===== config.mk =====
export PLATFORM = sky130hd
export DESIGN_NAME = password_entry_fsm
export DESIGN_NICKNAME = d
export VERILOG_FILES = /design/src/rtl/password_entry_fsm.sv
export SDC_FILE = /design/constraint.sdc
export NUM_CORES = 1
export LEC_CHECK = 0
export CORE_UTILIZATION = 40
export DETAILED_ROUTE_END_ITERATION = 6
export HOLD_SLACK_MARGIN = 0.03
export PLACE_DENSITY = 0.61
export SLEW_MARGIN = 20
export SYNTH_ARGS = -nofsm -noshare
export SYNTH_HDL_FRONTEND = slang
export SYNTH_SLANG_ARGS = --single-unit
export TNS_END_PERCENT = 5

===== constraint.sdc =====
create_clock -name clk -period 2.1 [get_ports clk]
set_clock_uncertainty 0.05 [all_clocks]
set_input_delay 0.63 -clock clk [delete_from_list [all_inputs] [get_ports clk]]
set_output_delay 0.63 -clock clk [all_outputs]
set_load 0.01 [all_outputs]

===== src/rtl/password_entry_fsm.sv =====
// password_entry_fsm
// Collects keypad digits, stores a DIGITS-long password in set mode and
// compares entries against it in check mode. Entry inactivity is timed out
// on tick_1s. Optional failed-attempt lockout under PASSWORD_LOCKOUT_EN.
//
// Ports:
//   clk, reset          clock, synchronous active-high reset
//   tick_1s             one-cycle strobe per second
//   digit_valid, digit  keypad digit strobe and BCD value (10..15 ignored)
//   enter, clear        commit / discard strobes
//   mode_set            1 = set mode, 0 = check mode (sampled on enter)
//   set_event           one-cycle strobe, password stored
//   check_event         one-cycle strobe, check completed
//   check_ok            result of last check, held
//   pw_stored           a password has been stored since reset
//   digit_count         digits buffered (0..DIGITS)
//   locked              lockout active (tied 0 unless PASSWORD_LOCKOUT_EN)
module password_entry_fsm #(
  parameter int unsigned DIGITS          = 4,
  parameter int unsigned TIMEOUT_SECONDS = 5,
  parameter int unsigned MAX_FAILS       = 3,
  parameter int unsigned LOCK_SECONDS    = 10
) (
  input  logic       clk,
  input  logic       reset,
  input  logic       tick_1s,
  input  logic       digit_valid,
  input  logic [3:0] digit,
  input  logic       enter,
  input  logic       clear,
  input  logic       mode_set,
  output logic       set_event,
  output logic       check_event,
  output logic       check_ok,
  output logic       pw_stored,
  output logic [3:0] digit_count,
  output logic       locked
);

  localparam int unsigned BUF_W = DIGITS * 4;
  localparam int unsigned TO_W  = $clog2(TIMEOUT_SECONDS + 1);

  typedef enum logic [1:0] {
    S_IDLE   = 2'd0,
    S_ENTRY  = 2'd1
`ifdef PASSWORD_LOCKOUT_EN
    , S_LOCKED = 2'd2
`endif
  } state_t;

  state_t           r_state, w_nxt_state;
  logic [BUF_W-1:0] r_buf, w_nxt_buf;
  logic [BUF_W-1:0] r_pw, w_nxt_pw;
  logic [3:0]       r_cnt, w_nxt_cnt;
  logic [TO_W-1:0]  r_to_cnt, w_nxt_to_cnt;
  logic             r_pw_stored, w_nxt_pw_stored;
  logic             r_set_event, w_nxt_set_event;
  logic             r_check_event, w_nxt_check_event;
  logic             r_check_ok, w_nxt_check_ok;

  logic             w_full;
  logic             w_digit_ok;
  logic             w_match;
  logic [BUF_W-1:0] w_buf_shift;

`ifdef PASSWORD_LOCKOUT_EN
  localparam int unsigned FAIL_W = $clog2(MAX_FAILS + 1);
  localparam int unsigned LOCK_W = $clog2(LOCK_SECONDS + 1);
  logic [FAIL_W-1:0] r_fail_cnt, w_nxt_fail_cnt;
  logic [LOCK_W-1:0] r_lock_cnt, w_nxt_lock_cnt;
  logic              r_locked, w_nxt_locked;
`endif

  assign w_full      = (r_cnt == 4'(DIGITS));
  assign w_digit_ok  = digit_valid && (digit < 4'd10) && !w_full;
  assign w_match     = r_pw_stored && w_full && (r_buf == r_pw);
  // Newest digit lands in the low nibble.
  assign w_buf_shift = (r_buf << 4) | BUF_W'(digit);

  // State and datapath registers
  always_ff @(posedge clk) begin
    if (reset) begin
      r_state       <= S_IDLE;
      r_buf         <= '0;
      r_pw          <= '0;
      r_cnt         <= '0;
      r_to_cnt      <= '0;
      r_pw_stored   <= 1'b0;
      r_set_event   <= 1'b0;
      r_check_event <= 1'b0;
      r_check_ok    <= 1'b0;
`ifdef PASSWORD_LOCKOUT_EN
      r_fail_cnt    <= '0;
      r_lock_cnt    <= '0;
      r_locked      <= 1'b0;
`endif
    end else begin
      r_state       <= w_nxt_state;
      r_buf         <= w_nxt_buf;
      r_pw          <= w_nxt_pw;
      r_cnt         <= w_nxt_cnt;
      r_to_cnt      <= w_nxt_to_cnt;
      r_pw_stored   <= w_nxt_pw_stored;
      r_set_event   <= w_nxt_set_event;
      r_check_event <= w_nxt_check_event;
      r_check_ok    <= w_nxt_check_ok;
`ifdef PASSWORD_LOCKOUT_EN
      r_fail_cnt    <= w_nxt_fail_cnt;
      r_lock_cnt    <= w_nxt_lock_cnt;
      r_locked      <= w_nxt_locked;
`endif
    end
  end

  // Next-state and next-output logic; priority clear > enter > digit > tick
  always_comb begin
    w_nxt_state       = r_state;
    w_nxt_buf         = r_buf;
    w_nxt_pw          = r_pw;
    w_nxt_cnt         = r_cnt;
    w_nxt_to_cnt      = r_to_cnt;
    w_nxt_pw_stored   = r_pw_stored;
    w_nxt_set_event   = 1'b0;
    w_nxt_check_event = 1'b0;
    w_nxt_check_ok    = r_check_ok;
`ifdef PASSWORD_LOCKOUT_EN
    w_nxt_fail_cnt    = r_fail_cnt;
    w_nxt_lock_cnt    = r_lock_cnt;
    w_nxt_locked      = r_locked;
`endif

    case (r_state)
      S_IDLE, S_ENTRY: begin
        if (clear || enter) begin
          w_nxt_buf    = '0;
          w_nxt_cnt    = '0;
          w_nxt_to_cnt = '0;
          w_nxt_state  = S_IDLE;
        end

        if (clear) begin
          // buffer already emptied above; no event
        end else if (enter) begin
          if (mode_set) begin
            // Short entries in set mode are discarded silently
            if (w_full) begin
              w_nxt_pw        = r_buf;
              w_nxt_pw_stored = 1'b1;
              w_nxt_set_event = 1'b1;
`ifdef PASSWORD_LOCKOUT_EN
              w_nxt_fail_cnt  = '0;
`endif
            end
          end else begin
            w_nxt_check_event = 1'b1;
            w_nxt_check_ok    = w_match;
`ifdef PASSWORD_LOCKOUT_EN
            if (w_match) begin
              w_nxt_fail_cnt = '0;
            end else if (r_fail_cnt == FAIL_W'(MAX_FAILS - 1)) begin
              w_nxt_fail_cnt = FAIL_W'(MAX_FAILS);
              w_nxt_locked   = 1'b1;
              w_nxt_lock_cnt = '0;
              w_nxt_state    = S_LOCKED;
            end else begin
              w_nxt_fail_cnt = r_fail_cnt + 1'b1;
            end
`endif
          end
        end else if (w_digit_ok) begin
          w_nxt_buf    = w_buf_shift;
          w_nxt_cnt    = r_cnt + 4'd1;
          w_nxt_to_cnt = '0;
          w_nxt_state  = S_ENTRY;
        end else if ((r_state == S_ENTRY) && tick_1s) begin
          if (r_to_cnt == TO_W'(TIMEOUT_SECONDS - 1)) begin
            w_nxt_buf    = '0;
            w_nxt_cnt    = '0;
            w_nxt_to_cnt = '0;
            w_nxt_state  = S_IDLE;
          end else begin
            w_nxt_to_cnt = r_to_cnt + 1'b1;
          end
        end
      end

`ifdef PASSWORD_LOCKOUT_EN
      // Keypad input ignored; only the second tick moves us on
      S_LOCKED: begin
        if (tick_1s) begin
          if (r_lock_cnt == LOCK_W'(LOCK_SECONDS - 1)) begin
            w_nxt_lock_cnt = '0;
            w_nxt_locked   = 1'b0;
            w_nxt_fail_cnt = '0;
            w_nxt_state    = S_IDLE;
          end else begin
            w_nxt_lock_cnt = r_lock_cnt + 1'b1;
          end
        end
      end
`endif

      default: begin
        w_nxt_state = S_IDLE;
      end
    endcase
  end

  assign set_event   = r_set_event;
  assign check_event = r_check_event;
  assign check_ok    = r_check_ok;
  assign pw_stored   = r_pw_stored;
  assign digit_count = r_cnt;

`ifdef PASSWORD_LOCKOUT_EN
  assign locked = r_locked;
`else
  logic w_unused_cfg;
  assign w_unused_cfg = ^{MAX_FAILS, LOCK_SECONDS};
  assign locked       = 1'b0;
`endif

endmodule


==> metrics.txt, run 1 <==
# TYPE chip_impl_metric gauge
chip_impl_metric{name="top_achievable_clock_speed",unit="MHz"} 504
chip_impl_metric{name="number_of_antenna_violations_at_the_first_check_in_global_routing",unit=""} 0
chip_impl_metric{name="global_route.overflow_total",unit=""} 0
chip_impl_metric{name="worst_ir_drop_vdd",unit="mV"} 0.523
chip_impl_metric{name="std_cell_rows",unit=""} 24
chip_impl_metric{name="clk_slew_on_worst_s_h_paths",unit="ns"} 0.08
chip_impl_metric{name="grt_first_pass_wirelength",unit="mm"} 6.77
chip_impl_metric{name="finalSetupTns",unit="ns"} 0
chip_impl_metric{name="critPathMaxFanout",unit=""} 17
chip_impl_metric{name="max-clock-path-buffers",unit=""} 2
chip_impl_metric{name="clkLatencyLatePin",unit="ns"} 0.30
chip_impl_metric{name="power_density",unit="nW/um^2"} 625
chip_impl_metric{name="post_drt_wl_per_cell",unit="um"} 14.0
chip_impl_info{name="synth_top_cells_by_area",value="sky130_fd_sc_hd__dfxtp_1, sky130_fd_sc_hd__nand2_1, sky130_fd_sc_hd__xor2_1"} 1
chip_impl_metric{name="fp.dieArea",unit="sq um"} 5040
chip_impl_metric{name="clock_sink_count",unit=""} 45
chip_impl_metric{name="wl_met2",unit="mm"} 1.77
chip_impl_metric{name="final_hold_viol_count",unit=""} 0
chip_impl_metric{name="netlist_instances",unit=""} 201
chip_impl_metric{name="dieHeight",unit="um"} 71
chip_impl_metric{name="synthArstFlopShare",unit="%"} 0
chip_impl_info{name="synth_ff_type",value="sky130_fd_sc_hd__dfxtp_1"} 1
chip_impl_metric{name="cell_depth_of_the_worst_flop_to_flop_path",unit=""} 7
chip_impl_metric{name="worst_path_required",unit="ns"} 2.28
chip_impl_metric{name="ys_types",unit=""} 40
chip_impl_info{name="tritoncts",value="yes"} 1
chip_impl_metric{name="final_hpwl_dp",unit="mm"} 2.91
chip_impl_info{name="top_layer_used",value="met4"} 1
chip_impl_metric{name="finalHoldWorstSlack",unit="ns"} 0.418
chip_impl_info{name="run_status",value="finished with violations"} 1
chip_impl_metric{name="total_wirelength",unit="mm"} 4.07
chip_impl_info{name="worstHoldEndpoint",value="r_pw[10]$_SDFFE_PP0P_"} 1
chip_impl_metric{name="maxSlewViolCount",unit=""} 0
chip_impl_metric{name="wl_met3",unit="um"} 258
chip_impl_metric{name="initial_standard_cell_utilization_of_the_core",unit="%"} 42.6
chip_impl_metric{name="drt-initial-drc-count",unit=""} 137
chip_impl_metric{name="post-route-min-period",unit="ns"} 1.98
chip_impl_metric{name="hold_depth",unit=""} 2
chip_impl_metric{name="drive_gt1_share",unit="%"} 18.8
chip_impl_metric{name="worst-r2r-setup-slack",unit="ns"} 0.41
chip_impl_info{name="worst-setup-path-type",value="in -> reg"} 1
chip_impl_metric{name="drt-met1-wl",unit="mm"} 2.00
chip_impl_metric{name="htreeDepth",unit=""} 2
chip_impl_metric{name="grt_max_degree",unit=""} 19
chip_impl_metric{name="post_cts.repair.setup_buffers",unit=""} 0
chip_impl_info{name="clock-root-buffer",value="sky130_fd_sc_hd__clkbuf_8"} 1
chip_impl_metric{name="synth_seq_area_share",unit="%"} 47.3
chip_impl_metric{name="route.antenna.remaining_nets",unit=""} 0
chip_impl_info{name="netlist_top_cells_count",value="sky130_fd_sc_hd__dfxtp_1, sky130_fd_sc_hd__nand2_1, sky130_fd_sc_hd__a21oi_1"} 1
chip_impl_info{name="violations",value="design-rule violations"} 1
chip_impl_metric{name="post_cts_hold_buffer_count",unit=""} 0
chip_impl_metric{name="area_delta_synth_final",unit="%"} 26.0
chip_impl_metric{name="die_w",unit="um"} 71
chip_impl_info{name="setup.worst_path.end_class",value="flip-flop"} 1
chip_impl_metric{name="setup_viol",unit=""} 0
chip_impl_metric{name="grt_usage",unit="%"} 17.6
chip_impl_info{name="netlist.top_cell.by_area",value="sky130_fd_sc_hd__dfxtp_1"} 1
chip_impl_info{name="regToRegStartpoint",value="digit_count[0]$_SDFFE_PP0N_"} 1
chip_impl_metric{name="placement.io_buffers",unit=""} 18
chip_impl_metric{name="fp.coreArea",unit="sq um"} 4470
chip_impl_metric{name="drt_first_pass_iters",unit=""} 7
chip_impl_metric{name="synthesis.area",unit="sq um"} 1900
chip_impl_metric{name="syn-mean-instance-area",unit="sq um"} 9.47
chip_impl_metric{name="leakage",unit="uW"} 0.00100
chip_impl_metric{name="cp.arrival",unit="ns"} 2.16
chip_impl_info{name="synthMostInstantiatedCell",value="sky130_fd_sc_hd__dfxtp_1"} 1
chip_impl_info{name="startpoint_type",value="input port"} 1
chip_impl_info{name="worstHoldStart",value="r_pw[10]$_SDFFE_PP0P_"} 1
chip_impl_metric{name="cts_buffers",unit=""} 5
chip_impl_metric{name="synth_enable_flop_cells",unit=""} 0
chip_impl_metric{name="share_of_yosys_cell_area_claimed_by_the_top_area_cell_type",unit="%"} 47.3
chip_impl_metric{name="layoutNonFillerInstCount",unit=""} 291
chip_impl_info{name="timing.hold.worst.class",value="reg -> reg"} 1
chip_impl_metric{name="viasPerCell",unit=""} 5.44
chip_impl_metric{name="yosysWarningCount",unit=""} 0
chip_impl_metric{name="placed_cells_incl_taps",unit=""} 284
chip_impl_info{name="crit-reg2reg-capture",value="check_ok$_SDFFE_PP0P_"} 1
chip_impl_metric{name="remaining_drc_errors",unit=""} 2
chip_impl_metric{name="weighted_congestion_at_the_end_of_routability_driven_global_placement",unit=""} 0.792
chip_impl_metric{name="max-cap-violations",unit=""} 0
chip_impl_metric{name="postSynthRegisterBits",unit=""} 45
chip_impl_metric{name="period_share",unit="%"} 94.5
chip_impl_metric{name="ios",unit=""} 20
chip_impl_info{name="rsz0062_at_grt",value="no"} 1
chip_impl_metric{name="routed-via-count",unit=""} 1583
chip_impl_metric{name="design.final.nets",unit=""} 254
chip_impl_metric{name="vias_in_the_first_global_route",unit=""} 1427
chip_impl_metric{name="antennaDiodeCount",unit=""} 0
-- power breakdown --
part | internal, uW | leakage, uW | switching [uW]
clock network | 260 | 0.0000433 | 282
registers | 855 | 0.000363 | 3.82
logic | 51.7 | 0.000598 | 47.2
-- routing by layer --
metal / global-route usage [%] / vias up
met2: 26.4 / 44
met1: 24.6 / 740
met5: 0 / -
met3: 3.85 / 4
li1: - / 795
met4: 7.33 / 0
-- state kept, by name, summed over array words and instances, names as in the netlist --
signal and flops:
pw_stored 1, digit_count 4, r_buf 16, check_event 1, r_to_cnt 3, check_ok 1
set_event 1, r_pw 16, r_state 2
-- cell type report --
class | instances | area [sq um]
Fill cell | 419 | 2080
Multi-Input combinational cell | 140 | 926
Inverter | 5 | 18.8
Tap cell | 52 | 65.1
Sequential cell | 45 | 901
Clock buffer | 6 | 82.6
Timing Repair Buffer | 42 | 398
Clock inverter | 1 | 7.51
-- cell usage in the layout (no fill, tap or decap), types with 2 or more instances in the layout --
| cell | Yosys | routed |
|---|---|---|
| sky130_fd_sc_hd__nor2_1 | 4 | 4 |
| sky130_fd_sc_hd__and3_1 | 2 | 2 |
| sky130_fd_sc_hd__a32o_2 | 10 | 10 |
| sky130_fd_sc_hd__a21oi_1 | 18 | 18 |
| sky130_fd_sc_hd__buf_4 | 1 | 21 |
| sky130_fd_sc_hd__ha_1 | 4 | 4 |
| sky130_fd_sc_hd__dfxtp_1 | 45 | 45 |
| sky130_fd_sc_hd__nor4_1 | 5 | 5 |
| sky130_fd_sc_hd__nand4_1 | 2 | 2 |
| sky130_fd_sc_hd__buf_12 | 0 | 3 |
| sky130_fd_sc_hd__xnor2_1 | 2 | 2 |
| sky130_fd_sc_hd__o21ai_0 | 3 | 3 |
| sky130_fd_sc_hd__clkdlybuf4s50_1 | 0 | 18 |
| sky130_fd_sc_hd__o31ai_1 | 2 | 2 |
| sky130_fd_sc_hd__nand2_1 | 38 | 38 |
| sky130_fd_sc_hd__nand3_1 | 6 | 6 |
| sky130_fd_sc_hd__inv_1 | 4 | 4 |
| sky130_fd_sc_hd__a32o_1 | 7 | 7 |
| sky130_fd_sc_hd__xor2_1 | 16 | 16 |
| sky130_fd_sc_hd__clkbuf_8 | 0 | 6 |
| sky130_fd_sc_hd__conb_1 | 1 | 2 |
-- critical path, cell delays in order --
cell and delay [ns]:
sky130_fd_sc_hd__clkdlybuf4s50_1 0.56, sky130_fd_sc_hd__nor3b_1 0.26, sky130_fd_sc_hd__buf_4 0.17, sky130_fd_sc_hd__and3_1 0.20, sky130_fd_sc_hd__buf_12 0.15, sky130_fd_sc_hd__nand2_1 0.06
sky130_fd_sc_hd__a21oi_1 0.13
-- logic make-up (layout without fill, tap and decap cells) --
kind of cell | after synthesis | after routing | synth area share, %
multiplexers | 1 | 1 | 0.526
AO/OA/AOI/OAI | 47 | 47 | 19.3
buffers and inverters | 17 | 54 | 4.80
AND/OR/NAND/NOR | 68 | 68 | 17.0
other | 1 | 2 | 0.197
adder cells (fa/ha/maj) | 4 | 4 | 2.63
XOR/XNOR | 18 | 18 | 8.28
flip-flops | 45 | 45 | 47.3
-- what timing repair did --
| item | in CTS | in global routing |
|---|---|---|
| endpoints found under the setup margin | 0 | 3 |
| hold endpoints to repair | 0 | 0 |
| gates resized for setup | 0 | 2 |
-- how the worst max path moves through the flow --
| stage | startpoint | to | slack, ns | cells past startpoint |
|---|---|---|---|---|
| detailed placement | tick_1s | r_to_cnt[0]$_SDFFE_PP0N_ | -0.21 | 7 |
| CTS | tick_1s | r_to_cnt[0]$_SDFFE_PP0N_ | 0.10 | 7 |
| global route | tick_1s | digit_count[0]$_SDFFE_PP0N_ | 0.004 | 7 |
| floorplan | reset | digit_count[0]$_SDFFE_PP0N_ | 0.22 | 7 |
| finish | enter | r_pw[0]$_SDFFE_PP0P_ | 0.12 | 7 |
| global placement | digit[2] | r_buf[2]$_SDFFE_PP0N_ | -0.16 | 7 |
-- per-stage QoR --
stage	power [uW]	cell area (sq um)	setup WS, ns	utilization [%]
after floorplan	921	1910	0.218	-
final	1500	2400	0.115	53.6
after global placement	978	2300	-0.162	51.4
after detailed placement	978	2300	-0.210	51.4
after CTS	1520	2390	0.104	53.4
after global routing	1560	2400	0.00379	53.6
No activity file was read; power rests on OpenSTA's default activity.
==> inputs of run 2 (changes only) <==
--- a/config.mk
+++ b/config.mk
@@ -5,10 +5,11 @@
 export SDC_FILE = /design/constraint.sdc
 export NUM_CORES = 1
 export LEC_CHECK = 0
+export CORE_ASPECT_RATIO = 0.5
 export CORE_UTILIZATION = 40
 export DETAILED_ROUTE_END_ITERATION = 6
 export HOLD_SLACK_MARGIN = 0.03
-export PLACE_DENSITY = 0.61
+export PLACE_DENSITY = 0.63
 export SLEW_MARGIN = 20
 export SYNTH_ARGS = -nofsm -noshare
 export SYNTH_HDL_FRONTEND = slang
==> metrics.txt, run 2 (same netlist as run 1, synthesis figures left out) <==
# TYPE chip_impl_metric gauge
chip_impl_info{name="run_status",value="finished, final reports clean"} 1
chip_impl_metric{name="routed-via-count",unit=""} 1562
chip_impl_metric{name="number_of_antenna_violations_at_the_first_check_in_global_routing",unit=""} 0
chip_impl_metric{name="final_hold_viol_count",unit=""} 0
chip_impl_metric{name="worst_ir_drop_vdd",unit="mV"} 0.272
chip_impl_metric{name="placed_cells_incl_taps",unit=""} 297
chip_impl_metric{name="post-route-min-period",unit="ns"} 2.00
chip_impl_metric{name="ios",unit=""} 20
chip_impl_metric{name="setup_viol",unit=""} 0
chip_impl_metric{name="drt-initial-drc-count",unit=""} 47
chip_impl_info{name="timing.hold.worst.class",value="reg -> reg"} 1
chip_impl_info{name="setup.worst_path.end_class",value="output pin"} 1
chip_impl_metric{name="period_share",unit="%"} 95.3
chip_impl_metric{name="global_route.overflow_total",unit=""} 0
chip_impl_metric{name="maxSlewViolCount",unit=""} 0
chip_impl_info{name="rsz0062_at_grt",value="no"} 1
chip_impl_info{name="startpoint_type",value="flip-flop"} 1
chip_impl_metric{name="finalSetupTns",unit="ns"} 0
chip_impl_metric{name="fp.coreArea",unit="sq um"} 4490
chip_impl_metric{name="clock_sink_count",unit=""} 45
chip_impl_metric{name="grt_usage",unit="%"} 18.0
chip_impl_metric{name="top_achievable_clock_speed",unit="MHz"} 500
chip_impl_metric{name="fp.dieArea",unit="sq um"} 5060
chip_impl_metric{name="cell_depth_of_the_worst_flop_to_flop_path",unit=""} 7
chip_impl_info{name="worstHoldStart",value="r_pw[10]$_SDFFE_PP0P_"} 1
chip_impl_metric{name="area_delta_synth_final",unit="%"} 27.9
chip_impl_info{name="regToRegStartpoint",value="digit_count[0]$_SDFFE_PP0N_"} 1
chip_impl_metric{name="filler_cell_count",unit=""} 428
chip_impl_metric{name="die_w",unit="um"} 99.6
chip_impl_metric{name="detailedPlace.worstSlack",unit="ns"} -0.178
chip_impl_metric{name="critPathMaxFanout",unit=""} 7
chip_impl_metric{name="weighted_congestion_at_the_end_of_routability_driven_global_placement",unit=""} 0.810
chip_impl_info{name="critical_path.top_delay_family",value="buffers and inverters"} 1
chip_impl_info{name="list_of_cells_traversed_by_the_critical_path",value="clkdlybuf4s50_1"} 1
chip_impl_metric{name="grt_first_pass_wirelength",unit="mm"} 6.71
chip_impl_metric{name="clk_slew_on_worst_s_h_paths",unit="ns"} 0.09
chip_impl_metric{name="final_hpwl_dp",unit="mm"} 2.87
chip_impl_info{name="clock-root-buffer",value="sky130_fd_sc_hd__clkbuf_8"} 1
chip_impl_info{name="timing.critical_path.slowest_stage_cell",value="sky130_fd_sc_hd__clkdlybuf4s50_1"} 1
chip_impl_metric{name="std_cell_rows",unit=""} 17
chip_impl_metric{name="drt_first_pass_iters",unit=""} 4
chip_impl_metric{name="layoutNonFillerInstCount",unit=""} 305
chip_impl_metric{name="vias_in_the_first_global_route",unit=""} 1377
chip_impl_metric{name="placement.io_buffers",unit=""} 18
chip_impl_metric{name="clkLatencyLatePin",unit="ns"} 0.31
chip_impl_info{name="worstHoldEndpoint",value="r_pw[10]$_SDFFE_PP0P_"} 1
chip_impl_metric{name="dieHeight",unit="um"} 50.8
chip_impl_metric{name="remaining_drc_errors",unit=""} 0
chip_impl_metric{name="cts-resized-gates",unit=""} 0
chip_impl_metric{name="worst-r2r-setup-slack",unit="ns"} 0.33
chip_impl_metric{name="worst_slack",unit="ns"} 0.0985
chip_impl_metric{name="drive_gt1_share",unit="%"} 18.0
chip_impl_info{name="crit-reg2reg-capture",value="r_buf[3]$_SDFFE_PP0N_"} 1
chip_impl_metric{name="route.antenna.remaining_nets",unit=""} 0
chip_impl_info{name="final_common_cell",value="sky130_fd_sc_hd__dfxtp_1"} 1
chip_impl_info{name="tritoncts",value="yes"} 1
chip_impl_metric{name="antennaDiodeCount",unit=""} 0
chip_impl_metric{name="post_drt_wl_per_cell",unit="um"} 13.3
chip_impl_metric{name="total_wirelength",unit="mm"} 4.05
chip_impl_metric{name="cts_buffers",unit=""} 5
chip_impl_metric{name="power_density",unit="nW/um^2"} 668
chip_impl_metric{name="viasPerCell",unit=""} 5.12
chip_impl_metric{name="grt_max_degree",unit=""} 19
chip_impl_metric{name="htreeDepth",unit=""} 2
chip_impl_metric{name="cp.arrival",unit="ns"} 1.32
chip_impl_info{name="worst-setup-path-type",value="reg -> out"} 1
chip_impl_metric{name="post_cts_hold_buffer_count",unit=""} 0
chip_impl_metric{name="hold_depth",unit=""} 2
chip_impl_metric{name="cp_num_cells",unit=""} 1
chip_impl_metric{name="max-cap-violations",unit=""} 0
chip_impl_info{name="layout.cells.most_common_list",value="sky130_fd_sc_hd__dfxtp_1, sky130_fd_sc_hd__nand2_1, sky130_fd_sc_hd__buf_4"} 1
chip_impl_metric{name="design.final.nets",unit=""} 253
chip_impl_metric{name="post_cts.repair.setup_buffers",unit=""} 0
chip_impl_metric{name="initial_standard_cell_utilization_of_the_core",unit="%"} 42.4
chip_impl_metric{name="final_util",unit="%"} 54.3
chip_impl_metric{name="crit_buf_inv",unit=""} 1
chip_impl_metric{name="worst_path_largest_cell_delay",unit="ns"} 0.58
chip_impl_metric{name="worst_path_required",unit="ns"} 1.42
chip_impl_metric{name="leakage",unit="uW"} 0.00102
chip_impl_metric{name="max-clock-path-buffers",unit=""} 2
run 2: cell count changes in the layout (fill, tap and decap cells not counted):
cell	change
sky130_fd_sc_hd__clkbuf_8	-1
sky130_fd_sc_hd__nor3_1	+1
sky130_fd_sc_hd__clkinv_4	+1
sky130_fd_sc_hd__buf_12	+1
sky130_fd_sc_hd__buf_4	-2
sky130_fd_sc_hd__nor3_2	-1
sky130_fd_sc_hd__nor3b_2	-1
sky130_fd_sc_hd__bufinv_16	+1
sky130_fd_sc_hd__nor3b_1	+1
run 2: per-stage QoR:
step / instance area [sq um] / hold slack [ns] / power (uW)
2_1_floorplan: 1910 / 0.398 / 921
3_3_place_gp: 2320 / 0.403 / 978
3_5_place_dp: 2320 / 0.410 / 977
4_1_cts: 2440 / 0.424 / 1650
5_1_grt: 2440 / 0.438 / 1690
6_report: 2440 / 0.421 / 1630
run 2: where the power goes:
part	leakage [uW]	switching [uW]	total, uW	internal, uW
logic	0.000599	46.1	98.4	52.3
clock network	0.0000543	313	669	356
registers	0.000363	3.76	859	855
total	0.00102	362	1630	1260
run 2: layout make-up:
class	count	area [sq um]	area share (%)
well taps	66	82.6	3.39
repair buffers	41	403	16.5
multi-input cells	140	916	37.6
clock buffers	5	68.8	2.82
inverters	5	18.8	0.770
clock inverters	3	46.3	1.90
flip-flops and latches	45	901	37.0
run 2: worst max path at each step:
stage | from | endpoint
floorplan | reset | digit_count[0]$_SDFFE_PP0N_
global placement | enter | check_ok$_SDFFE_PP0P_
detailed placement | digit[2] | r_buf[14]$_SDFFE_PP0N_
CTS | digit_count[2]$_SDFFE_PP0N_ | digit_count[2]
global route | clear | r_pw[6]$_SDFFE_PP0P_
finish | digit_count[2]$_SDFFE_PP0N_ | digit_count[2]
run 2: layer usage:
layer  part of all wire [%]  routed length (um)  track usage, %  vias to the layer above
met5                      0                   0               0                        -
met4                    2.4                  98            10.3                        0
met3                    3.3                 133            4.18                        8
met2                     43                1760            28.1                       24
met1                     51                2060            23.1                      733
li1                       -                   -               -                      797
==> inputs of run 3 (changes only) <==
--- a/config.mk
+++ b/config.mk
@@ -6,10 +6,10 @@
 export NUM_CORES = 1
 export LEC_CHECK = 0
 export CORE_ASPECT_RATIO = 0.5
-export CORE_UTILIZATION = 40
+export CORE_UTILIZATION = 55
 export DETAILED_ROUTE_END_ITERATION = 6
 export HOLD_SLACK_MARGIN = 0.03
-export PLACE_DENSITY = 0.63
+export PLACE_DENSITY = 0.87
 export SLEW_MARGIN = 20
 export SYNTH_ARGS = -nofsm -noshare
 export SYNTH_HDL_FRONTEND = slang
==> metrics.txt, run 3 (same netlist as run 1, synthesis figures left out) <==
# TYPE chip_impl_metric gauge
chip_impl_info{name="run_status",value="finished, final reports clean"} 1
chip_impl_metric{name="critPathMaxFanout",unit=""} 17
chip_impl_metric{name="multi_input_comb_area",unit="sq um"} 928
chip_impl_metric{name="max-cap-violations",unit=""} 0
chip_impl_info{name="regToRegStartpoint",value="digit_count[0]$_SDFFE_PP0N_"} 1
chip_impl_info{name="list_of_cells_traversed_by_the_critical_path",value="clkdlybuf4s50_1 > nor4_1 > and4_1 > buf_12 > a22oi_1 > o21ai_0"} 1
chip_impl_metric{name="power.clock.fraction",unit="%"} 39.7
chip_impl_metric{name="finalHoldWorstSlack",unit="ns"} 0.419
chip_impl_info{name="rsz0062_at_grt",value="yes"} 1
chip_impl_metric{name="cts_buffers",unit=""} 5
chip_impl_metric{name="fp.dieArea",unit="sq um"} 3720
chip_impl_metric{name="final_hpwl_dp",unit="mm"} 3.02
chip_impl_metric{name="top_achievable_clock_speed",unit="MHz"} 489
chip_impl_metric{name="worst-r2r-setup-slack",unit="ns"} 0.28
chip_impl_metric{name="cp.arrival",unit="ns"} 2.21
chip_impl_metric{name="route.antenna.remaining_nets",unit=""} 0
chip_impl_info{name="timing.critical_path.slowest_stage_cell",value="sky130_fd_sc_hd__clkdlybuf4s50_1"} 1
chip_impl_metric{name="post_drt_wl_per_cell",unit="um"} 16.1
chip_impl_metric{name="placement.cell_area",unit="sq um"} 2220
chip_impl_metric{name="weighted_congestion_at_the_end_of_routability_driven_global_placement",unit=""} 0.786
chip_impl_metric{name="htreeDepth",unit=""} 2
chip_impl_metric{name="design.final.nets",unit=""} 247
chip_impl_metric{name="power_density",unit="nW/um^2"} 674
chip_impl_metric{name="grt_usage",unit="%"} 26.1
chip_impl_metric{name="viasPerCell",unit=""} 5.93
chip_impl_metric{name="clk_slew_on_worst_s_h_paths",unit="ns"} 0.08
chip_impl_metric{name="power.net_switching",unit="uW"} 329
chip_impl_metric{name="grt_first_pass_wirelength",unit="mm"} 7.28
chip_impl_metric{name="switching_share",unit="%"} 20.9
chip_impl_metric{name="drt-initial-drc-count",unit=""} 97
chip_impl_metric{name="p_comb_share",unit="%"} 5.7
chip_impl_metric{name="design_area",unit="sq um"} 2330
chip_impl_metric{name="worst_path_largest_cell_delay",unit="ns"} 0.48
chip_impl_info{name="crit-reg2reg-capture",value="r_buf[4]$_SDFFE_PP0N_"} 1
chip_impl_metric{name="fraction_of_met3_tracks_used_by_global_routing",unit="%"} 5.71
chip_impl_metric{name="power.sequential.fraction",unit="%"} 54.6
chip_impl_metric{name="setup_viol",unit=""} 0
chip_impl_metric{name="layoutNonFillerInstCount",unit=""} 272
chip_impl_metric{name="internal_pwr_total",unit="uW"} 1240
chip_impl_metric{name="vias_in_the_first_global_route",unit=""} 1593
chip_impl_info{name="gr-max-usage-layer",value="met2"} 1
chip_impl_metric{name="hold_depth",unit=""} 2
chip_impl_info{name="worstHoldStart",value="r_pw[11]$_SDFFE_PP0P_"} 1
chip_impl_info{name="worstHoldEndpoint",value="r_pw[11]$_SDFFE_PP0P_"} 1
chip_impl_info{name="worst-setup-path-type",value="in -> reg"} 1
chip_impl_metric{name="drt_first_pass_iters",unit=""} 4
chip_impl_metric{name="total_wirelength",unit="mm"} 4.39
chip_impl_metric{name="remaining_drc_errors",unit=""} 0
chip_impl_metric{name="worst_path_required",unit="ns"} 2.26
chip_impl_metric{name="std_cell_rows",unit=""} 14
chip_impl_metric{name="period_share",unit="%"} 97.3
chip_impl_metric{name="post_cts_hold_buffer_count",unit=""} 0
chip_impl_metric{name="grt.met2_usage",unit="%"} 49.2
chip_impl_metric{name="initial_standard_cell_utilization_of_the_core",unit="%"} 60.4
chip_impl_metric{name="routed-via-count",unit=""} 1612
chip_impl_metric{name="worst_ir_drop_vdd",unit="mV"} 0.323
chip_impl_metric{name="global_route.overflow_total",unit=""} 0
chip_impl_info{name="layout.cells.most_common_list",value="sky130_fd_sc_hd__dfxtp_1, sky130_fd_sc_hd__nand2_1, sky130_fd_sc_hd__a21oi_1, sky130_fd_sc_hd__clkdlybuf4s50_1, sky130_fd_sc_hd__xor2_1"} 1
chip_impl_metric{name="max-clock-path-buffers",unit=""} 2
chip_impl_info{name="tritoncts",value="yes"} 1
chip_impl_metric{name="placement.io_buffers",unit=""} 18
chip_impl_info{name="startpoint",value="enter"} 1
chip_impl_metric{name="drive_gt1_share",unit="%"} 16.4
chip_impl_metric{name="post-layout-total-power",unit="uW"} 1570
chip_impl_metric{name="leakage",unit="uW"} 0.000978
chip_impl_metric{name="number_of_antenna_violations_at_the_first_check_in_global_routing",unit=""} 0
chip_impl_metric{name="finalSetupTns",unit="ns"} 0
chip_impl_metric{name="placed_cells_incl_taps",unit=""} 265
chip_impl_metric{name="gr-usage-met1",unit="%"} 29.6
chip_impl_metric{name="post-route-min-period",unit="ns"} 2.04
chip_impl_metric{name="filler_cell_count",unit=""} 202
chip_impl_metric{name="clock_sink_count",unit=""} 45
chip_impl_info{name="timing.hold.worst.class",value="reg -> reg"} 1
chip_impl_metric{name="die_w",unit="um"} 85.2
chip_impl_metric{name="area_delta_synth_final",unit="%"} 22.6
chip_impl_info{name="clock-root-buffer",value="sky130_fd_sc_hd__clkbuf_8"} 1
chip_impl_metric{name="maxSlewViolCount",unit=""} 0
chip_impl_metric{name="cell_depth_of_the_worst_flop_to_flop_path",unit=""} 6
chip_impl_metric{name="grt_max_degree",unit=""} 19
chip_impl_metric{name="area.sequential",unit="sq um"} 901
chip_impl_metric{name="antennaDiodeCount",unit=""} 0
chip_impl_metric{name="dieHeight",unit="um"} 43.6
chip_impl_metric{name="ios",unit=""} 20
chip_impl_info{name="startpoint_type",value="input port"} 1
chip_impl_metric{name="final_hold_viol_count",unit=""} 0
chip_impl_metric{name="fp.coreArea",unit="sq um"} 3150
chip_impl_metric{name="clkLatencyLatePin",unit="ns"} 0.29
chip_impl_info{name="final_common_cell",value="sky130_fd_sc_hd__dfxtp_1"} 1
chip_impl_info{name="setup.worst_path.end_class",value="flip-flop"} 1
-- run 3: final cells by class --
class | count | share of cell area (%)
inverters | 5 | 0.804
multi-input cells | 140 | 39.8
well taps | 40 | 2.14
repair buffers | 35 | 14.3
flip-flops and latches | 45 | 38.6
clock inverters | 2 | 1.50
clock buffers | 5 | 2.95
-- run 3: how the worst max path moves through the flow --
| stage | to |
|---|---|
| finish | digit_count[3]$_SDFFE_PP0N_ |
| global route | digit_count[3]$_SDFFE_PP0N_ |
| CTS | r_pw[12]$_SDFFE_PP0P_ |
| detailed placement | r_buf[4]$_SDFFE_PP0N_ |
| global placement | r_buf[2]$_SDFFE_PP0N_ |
| floorplan | digit_count[0]$_SDFFE_PP0N_ |
-- run 3: power groups by stage --
stage	Sequential (uW)	Combinational (uW)	Clock [uW]
finish	860	90.0	624
global route	860	96.1	658
CTS	859	86.6	630
detailed placement	879	85.1	0
global placement	879	83.0	0
floorplan	879	42.3	0
-- run 3: critical path, delay by kind of cell --
family	cells	cell delay (ns)
AO/OA/AOI/OAI	2	0.16
buffers and inverters	2	0.65
AND/OR/NAND/NOR	2	0.76
-- run 3: layer usage --
metal  vias up  wire [um]  part of all wire [%]
met1       775       1810                    41
met2        53       2320                    53
met3         8        221                   5.0
li1        776          -                     -
met4         0         48                   1.1
met5         -          0                     0
-- run 3: what timing repair did --
item | CTS | global route
endpoints found under the setup margin | 17 | 17
hold endpoints to repair | 0 | 0
resized for setup | 1 | 3
buffers inserted | 0 | 0
-- run 3: stage by stage --
step                      utilization (%)  setup WS (ns)
final                                74.0         0.0568
after global placement               70.4         -0.340
after global routing                 74.0       -0.00432
after detailed placement             70.4         -0.390
after CTS                            73.7         0.0360
after floorplan                         -          0.218
